==> src/rtl/cardinal_pkg.sv <==
// ============================================================================
// cardinal_pkg : shared constants for the Cardinal ring CMP NIC
// Rev 1.0
// ============================================================================
`default_nettype none

package cardinal_pkg;

   localparam int DATA_WIDTH = 64;

   typedef logic [1:0] nic_addr_t;

   localparam nic_addr_t NIC_IN_BUF   = 2'b00;
   localparam nic_addr_t NIC_IN_STAT  = 2'b01;
   localparam nic_addr_t NIC_OUT_BUF  = 2'b10;
   localparam nic_addr_t NIC_OUT_STAT = 2'b11;

   // Packet fields use [0:DATA_WIDTH-1] ordering, bit 0 is the MSB
   localparam int PKT_VC_BIT      = 0;
   localparam int PKT_DIR_BIT     = 1;
   localparam int PKT_HOP_LO      = 8;
   localparam int PKT_HOP_HI      = 15;
   localparam int PKT_SRC_LO      = 16;
   localparam int PKT_SRC_HI      = 31;
   localparam int PKT_PAYLOAD_LO  = 32;
   localparam int PKT_PAYLOAD_HI  = 63;

endpackage

`default_nettype wire

==> src/rtl/cardinal_nic_if.sv <==
// ============================================================================
// cardinal_nic_if : processor NIC bus plus router channel signals
// Rev 1.0
// ============================================================================
`default_nettype none

interface cardinal_nic_if #(
   parameter int DATA_WIDTH = 64
);
   logic [1:0]              addr;
   logic [0:DATA_WIDTH-1]   d_in;
   logic [0:DATA_WIDTH-1]   d_out;
   logic                    nicEn;
   logic                    nicWrEn;
   logic                    net_si;
   logic                    net_ri;
   logic [0:DATA_WIDTH-1]   net_di;
   logic                    net_so;
   logic                    net_ro;
   logic [0:DATA_WIDTH-1]   net_do;
   logic                    net_polarity;

   // master: processor and router side; slave: the NIC
   modport master (
      output addr, d_in, nicEn, nicWrEn, net_si, net_di, net_ro, net_polarity,
      input  d_out, net_ri, net_so, net_do
   );

   modport slave (
      input  addr, d_in, nicEn, nicWrEn, net_si, net_di, net_ro, net_polarity,
      output d_out, net_ri, net_so, net_do
   );
endinterface

`default_nettype wire

==> src/rtl/nic_chan_buf.sv <==
// ============================================================================
// nic_chan_buf : single-entry channel buffer with full flag
// Rev 1.0
// ============================================================================
`default_nettype none

module nic_chan_buf #(
   parameter int DATA_WIDTH = 64
) (
   input  wire logic                  CLK,
   input  wire logic                  RESET,
   input  wire logic                  i_load,
   input  wire logic                  i_clear,
   input  wire logic [0:DATA_WIDTH-1] i_data,
   output logic                       o_full,
   output logic [0:DATA_WIDTH-1]      o_data
);

   logic                  r_full;
   logic [0:DATA_WIDTH-1] r_data;

   // Load only happens while empty, so load and clear never collide
   always_ff @(posedge CLK) begin
      if (RESET) begin
         r_full <= 1'b0;
         r_data <= '0;
      end else if (i_load) begin
         r_full <= 1'b1;
         r_data <= i_data;
      end else if (i_clear) begin
         r_full <= 1'b0;
      end
   end

   assign o_full = r_full;
   assign o_data = r_data;

endmodule

`default_nettype wire

==> src/rtl/cardinal_nic.sv <==
// ============================================================================
// cardinal_nic : polled NIC joining a Cardinal node to its ring router port
// Rev 1.0
// ============================================================================
`default_nettype none

module cardinal_nic
   import cardinal_pkg::*;
#(
   parameter int DATA_WIDTH = cardinal_pkg::DATA_WIDTH,
   parameter int VC_BIT     = PKT_VC_BIT
) (
   input  wire logic      CLK,
   input  wire logic      RESET,
   cardinal_nic_if.slave  bus
);

   logic                  w_rd;
   logic                  w_in_load;
   logic                  w_in_clear;
   logic                  w_in_full;
   logic [0:DATA_WIDTH-1] w_in_data;
   logic                  w_out_load;
   logic                  w_out_full;
   logic [0:DATA_WIDTH-1] w_out_data;
   logic                  w_inject;
   logic [0:DATA_WIDTH-1] w_rd_data;
   logic                  r_net_so;
   logic [0:DATA_WIDTH-1] r_net_do;

   assign w_rd       = bus.nicEn & ~bus.nicWrEn;
   assign w_in_load  = bus.net_si & ~w_in_full;
   assign w_in_clear = w_rd & (bus.addr == NIC_IN_BUF);
   assign w_out_load = bus.nicEn & bus.nicWrEn & (bus.addr == NIC_OUT_BUF) & ~w_out_full;
   // Router only takes a packet whose VC tag matches the current polarity
   assign w_inject   = w_out_full & bus.net_ro & (w_out_data[VC_BIT] == bus.net_polarity);

   nic_chan_buf #(.DATA_WIDTH(DATA_WIDTH)) u_in_buf (
      .CLK     (CLK),
      .RESET   (RESET),
      .i_load  (w_in_load),
      .i_clear (w_in_clear),
      .i_data  (bus.net_di),
      .o_full  (w_in_full),
      .o_data  (w_in_data)
   );

   nic_chan_buf #(.DATA_WIDTH(DATA_WIDTH)) u_out_buf (
      .CLK     (CLK),
      .RESET   (RESET),
      .i_load  (w_out_load),
      .i_clear (w_inject),
      .i_data  (bus.d_in),
      .o_full  (w_out_full),
      .o_data  (w_out_data)
   );

   always_comb begin
      w_rd_data = '0;
      if (w_rd) begin
         case (bus.addr)
            NIC_IN_BUF:   w_rd_data = w_in_data;
            NIC_IN_STAT:  w_rd_data[DATA_WIDTH-1] = w_in_full;
            NIC_OUT_STAT: w_rd_data[DATA_WIDTH-1] = w_out_full;
            default:      w_rd_data = '0;
         endcase
      end
   end

   always_ff @(posedge CLK) begin
      if (RESET) begin
         r_net_so <= 1'b0;
         r_net_do <= '0;
      end else begin
         r_net_so <= w_inject;
         if (w_inject) begin
            r_net_do <= w_out_data;
         end
      end
   end

   assign bus.d_out  = w_rd_data;
   assign bus.net_ri = ~w_in_full;
   assign bus.net_so = r_net_so;
   assign bus.net_do = r_net_do;

endmodule

`default_nettype wire
==> src/flat_wrapper.sv <==
// flat-port wrapper written by rule: the top's interface ports become plain ports
module cardinal_nic_flat import cardinal_pkg::*;
#(
   parameter int DATA_WIDTH = cardinal_pkg::DATA_WIDTH,
   parameter int VC_BIT     = PKT_VC_BIT
)
  (CLK, RESET, bus_addr, bus_d_in, bus_nicEn, bus_nicWrEn, bus_net_si, bus_net_di, bus_net_ro, bus_net_polarity, bus_d_out, bus_net_ri, bus_net_so, bus_net_do);
  cardinal_nic_if #(.DATA_WIDTH(DATA_WIDTH)) bus_i ();
  input  wire logic CLK;
  input  wire logic RESET;
  input wire logic [$bits(bus_i.addr)-1:0] bus_addr;
  input wire logic [$bits(bus_i.d_in)-1:0] bus_d_in;
  input wire logic [$bits(bus_i.nicEn)-1:0] bus_nicEn;
  input wire logic [$bits(bus_i.nicWrEn)-1:0] bus_nicWrEn;
  input wire logic [$bits(bus_i.net_si)-1:0] bus_net_si;
  input wire logic [$bits(bus_i.net_di)-1:0] bus_net_di;
  input wire logic [$bits(bus_i.net_ro)-1:0] bus_net_ro;
  input wire logic [$bits(bus_i.net_polarity)-1:0] bus_net_polarity;
  output wire logic [$bits(bus_i.d_out)-1:0] bus_d_out;
  output wire logic [$bits(bus_i.net_ri)-1:0] bus_net_ri;
  output wire logic [$bits(bus_i.net_so)-1:0] bus_net_so;
  output wire logic [$bits(bus_i.net_do)-1:0] bus_net_do;
  assign bus_i.addr = bus_addr;
  assign bus_i.d_in = bus_d_in;
  assign bus_i.nicEn = bus_nicEn;
  assign bus_i.nicWrEn = bus_nicWrEn;
  assign bus_i.net_si = bus_net_si;
  assign bus_i.net_di = bus_net_di;
  assign bus_i.net_ro = bus_net_ro;
  assign bus_i.net_polarity = bus_net_polarity;
  assign bus_d_out = bus_i.d_out;
  assign bus_net_ri = bus_i.net_ri;
  assign bus_net_so = bus_i.net_so;
  assign bus_net_do = bus_i.net_do;
  cardinal_nic #(.DATA_WIDTH(DATA_WIDTH), .VC_BIT(VC_BIT)) u_core (.CLK(CLK), .RESET(RESET), .bus(bus_i));
endmodule
==> config.mk <==
export PLATFORM = sky130hd
export DESIGN_NAME = cardinal_nic_flat
export DESIGN_NICKNAME = d
export VERILOG_FILES = /design/src/rtl/cardinal_pkg.sv /design/src/rtl/cardinal_nic_if.sv /design/src/rtl/nic_chan_buf.sv /design/src/rtl/cardinal_nic.sv /design/src/flat_wrapper.sv
export SDC_FILE = /design/constraint.sdc
export NUM_CORES = 1
export LEC_CHECK = 0
export CAP_MARGIN = 0
export CORE_AREA = 2 2 131 133
export CTS_CLUSTER_SIZE = 30
export DETAILED_ROUTE_END_ITERATION = 7
export DIE_AREA = 0 0 133 135
export PLACE_DENSITY = 0.85
export SLEW_MARGIN = 10
export SYNTH_ARGS = -nofsm -noshare
export SYNTH_HDL_FRONTEND = slang
export SYNTH_HIERARCHICAL = 1
export SYNTH_SLANG_ARGS = --single-unit
==> constraint.sdc <==
create_clock -name CLK -period 2.9 [get_ports CLK]
set_clock_uncertainty 0.1 [all_clocks]
set_input_delay 0.58 -clock CLK [delete_from_list [all_inputs] [get_ports CLK]]
set_output_delay 0.58 -clock CLK [all_outputs]
set_load 0.03 [all_outputs]
# Word-level counts from Yosys, hierarchy flattened
# Index checks and enable logic that the tools add are counted.
word_totals:
  word_cells: 31
  output_inout_bits: 130
  input_bits: 137
  ff_bits: 195
classes:
  n_eq_ne: 4
  muxes: 7
  bitwise_logic: 11
  n_reduce_logical: 3
op_table:
  columns: ["cell", "n"]
  rows:
  - ["2-to-1 mux 64 bit", 1]
  - ["2-to-1 mux 63 bit", 1]
  - ["AND 1 bit", 8]
  - ["== test 2 bit (second input constant)", 2]
  - ["2-to-1 mux 1 bit", 4]
  - ["nonzero test 2 bit", 2]
  - ["NOT 1 bit", 3]
  - ["one-hot mux 1 bit (3 select lines)", 1]
  - ["== test 2 x 1 -> 1 bit (second input constant)", 1]
  - ["zero test 2 bit", 1]
  - ["== test 1 bit", 1]

# Logic depth before layout (Yosys ltp)
depth:
  ltp_word: 5
  ltp_mapped: 6
  ltp_nobuf: 4

# By module
# Netlist, hierarchy kept.
by_module_without_submodules:
  columns: ["module", "instances", "cells_per_inst", "area_each_um2", "seq_area_each_um2"]
  rows:
  - ["nic_chan_buf", 2, 210, 2344.7, 1301.2]
  - ["cardinal_nic", 1, 361, 3375.7, 1301.2]

# Worst setup path after synthesis
# No wires, ideal clock.
synth_timing:
  path_type: "input to output"
  from: "in bus_addr[0]"
  to: "out bus_d_out[10]"
  path_buffers: 1
  t_required_ns: 2.220
  arrival_ns: 1.515
  setup_slack_ns: 0.705
  path_stages: 4
  path_cell_list: "nand2b_1 nor3_4 clkbuf_1 and2_1"
synth_via:
  elab_chain_cells: 3
synth_lines:
  columns: ["element", "line", "source"]
  rows:
  - ["start: declaration", "flat_wrapper.sv:11", "input wire logic [$bits(bus_i.addr)-1:0] bus_addr;"]
  - ["zero test 2 bit", "cardinal_nic.sv:61", "case (bus.addr)"]
  - ["2-to-1 mux 63 bit", "cardinal_nic.sv:61", null]
  - ["2-to-1 mux 64 bit", "cardinal_nic.sv:60", "if (w_rd) begin"]
  - ["end: declaration", "flat_wrapper.sv:19", "output wire logic [$bits(bus_i.d_out)-1:0] bus_d_out;"]
# No other way between the ends.

# Worst setup path in the final report
layout_timing:
  from: "in bus_addr[0]"
  to: "out bus_d_out[13]"
# Same word-level chain as after synthesis.

==> impl_results.md <==
- Share of cells above drive strength 1: a little over a tenth
- FMAX: ~0.36 GHz
- Hold Crit Class: flip-flop to flip-flop
- Layout area overhead: 39.5%
- Critical Path RT: 2.22 ns
- Number of top-level pins: around 270
- Most numerous cell in the Yosys netlist: dfxtp_1
- RePlAce Congestion: 0.794
- Worst Setup Start Kind: input port
- Final #Nets: ~1.2k
- Post-route non-filler standard cell count: ~1.3k
- Vias per cell: 4.65
- Top cell type's share of synthesized area: ~48%
- CP peak stage delay: between 0.4 and 0.5 ns
- Worst-path clk slew: about 0.07 ns
- Sequential area share after synthesis: between 40 and 50%
- Crit. Startpoint: bus_addr[0]
- Post-synth design cell area: slightly above 8000 µm²
- Die Span X: about 130 µm
- CTS Buffer Depth: 2
- First-pass GRT wire length: about 28000 µm
- CP Max Fanout: 63
- Yosys top cell by area: dfxtp_1
- Power per cell area: 505 nW/µm²
- Top cell types by occurrence after synthesis: 195 x dfxtp_1, 193 x mux2i_1, 130 x nand2b_1, 128 x nor2_1, 63 x and2_1
- Final min period: around 2.8 ns
- Clk_lat worst skew: 0.42 ns
- Vias in the first global route: about 5.5k
- Final Core Density: 68.6%
- Drc violations: 0
- I/O Buffers: roughly 270
- Max-Cap Viols: 0
- Post-CTS setup buffer count: 0
- Final wirelength: approximately 18000 µm
- Cells after DPL: 1223
- Row count: between 40 and 50
- # clock sinks: ~200
- Status: completed
- 1st-iter DRT viols: 200
- Setup-failing EPs final: 0
- Slowest CP cell: clkdlybuf4s50_1
- Synthesized flop and latch total: 195
- Crit end category: output port
- ANT nets after route: 0
- Maximum VDD drop: approximately 0.00036 V
- Critical path class: input port to output port
- Starting Density: around half
- Worst path cell trace: clkdlybuf4s50_1, nand2b_1, nor3_4, buf_12, and2_1, buf_4
- EDFF count, synth: 0
- Die area: 18000 µm²
- Largest cells by area after synthesis: dfxtp_1 48%, mux2i_1 24%, nand2b_1 10%
- Worst Path Arrival: between 2 and 2.5 ns
- Antenna violations before repair: 1
- Syn Nets: roughly 920
- CTS tree: done
- Leakage power: about 4.2 nW
- Max H-tree Level: 4
- Slew HR: between 60% and 70%
- Power Total: 0.00569 W
- Origin of the critical flop-to-flop path: u_core/u_out_buf/o_full
- Die height: between 100 and 150 µm
- Ys async rst share: 0%
- CORE AREA: roughly 16000 µm²
- Final period utilization: 95.9%
- CTS Hold Bufs: 0
- Yosys cell types: 24
- TritonCTS Buffers: 17
- Total Routing Usage GR: between 20% and 30%
- DR WL/cell: ~15 µm
- Final hold vios: 0
- Hold Startpoint: u_core/u_out_buf/o_data[30]
- Yosys warns: 6
- Cells after Synth: slightly below 800
- Post-DP HPWL: ~13000 µm
- Average size of a mapped cell: about 10 µm²
- PostCTS Resize Cnt: 0
- Final Max Slew Viols: 0
- Initial DRT Pass Iterations: 4
- Post-route setup TNS: 0 ns
- RSZ-0062 raised after global routing: false
- Clk root buf: clkbuf_16
- Slew @ Worst Pin: between 0.5 and 0.6 ns
- Ys flop type: dfxtp_1
- Grt total ovfl: 0
- Largest net degree at the start of global routing: 77
- Vias: slightly below 6k
==> through the flow <==
| step | setup slack, ns | hold WS (ns) | instance area [µm²] |
|---|---|---|---|
| global route | 0.0325 | 0.386 | 11300 |
| floorplan | 0.705 | 0.351 | 8070 |
| CTS | 0.126 | 0.369 | 11300 |
| detailed placement | 0.128 | 0.362 | 10700 |
| finish | 0.119 | 0.365 | 11300 |
| global placement | 0.168 | 0.357 | 10700 |
==> worst max-delay path: cells and delay by family <==
family | cells | cell delay, ns
buffers and inverters | 3 | 0.89
and+or+nand+nor | 3 | 0.61
==> power breakdown <==
part / total [W] / leakage, nW / internal (W) / switching (W)
registers: 0.00280 / 1.58 / 0.00276 / 0.0000414
logic: 0.000530 / 2.35 / 0.000321 / 0.000208
clock network: 0.00236 / 0.276 / 0.00131 / 0.00105
total: 0.00569 / 4.21 / 0.00439 / 0.00130
==> state kept, by name, indices dropped and copies added (netlist names) <==
register / flops
u_core/u_in_buf/o_full: 1
u_core/u_out_buf/o_data: 64
u_core/u_in_buf/o_data: 64
u_core/bus.net_so: 1
u_core/u_out_buf/o_full: 1
u_core/bus.net_do: 64
==> per-layer routing <==
layer	vias to the layer above	global-route usage, %	wire, µm	part of all wire, %
li1	3012	-	-	-
met1	2626	24.0	7880	43
met2	186	33.7	8630	47
met3	16	7.58	1730	9.4
met4	0	5.44	195	1.1
met5	-	0	0	0
==> final timing paths <==
path / end / slack (ns) / depth (start not counted)
min: u_core/bus.net_do[30] / 0.36 / 2
max: bus_d_out[13] / 0.12 / 6
min reg2reg: u_core/bus.net_do[30] / 0.36 / 2
max reg2reg: u_core/u_out_buf/o_data[12] / 1.27 / 5
==> kinds of logic (layout without fill, tap and decap cells) <==
logic type,count (synthesis),count (layout),share of synthesized area (%)
simple gates,330,330,21.7
flops,195,195,48.4
mux,193,193,24.0
buf+inv,59,313,5.62
compound gates,3,3,0.186
xor+xnor,1,1,0.109
other cells,0,1,0
==> cell usage in the layout (no fill, tap or decap), drive strengths merged, types with 2 or more instances in the layout <==
| cell | count |
|---|---|
| bufinv | 2 |
| buf | 77 |
| clkbuf | 20 |
| dfxtp | 195 |
| and2 | 63 |
| nor3 | 2 |
| nor2b | 2 |
| inv | 8 |
| clkdlybuf4s50 | 201 |
| nor2 | 128 |
| nand2b | 130 |
| clkinvlp | 4 |
| a21oi | 2 |
| mux2i | 193 |
==> cell type report <==
type                       instances  area, µm²
clock inverter                    12        145
fill                            1287       5150
multi-input combinational        527       3730
clock buffer                      20        447
antenna                            1       2.50
sequential                       195       3900
timing repair buffer             278       2740
inverter                           3       11.3
tap                              220        275
Note: power is estimated with default switching activity, not from simulation.
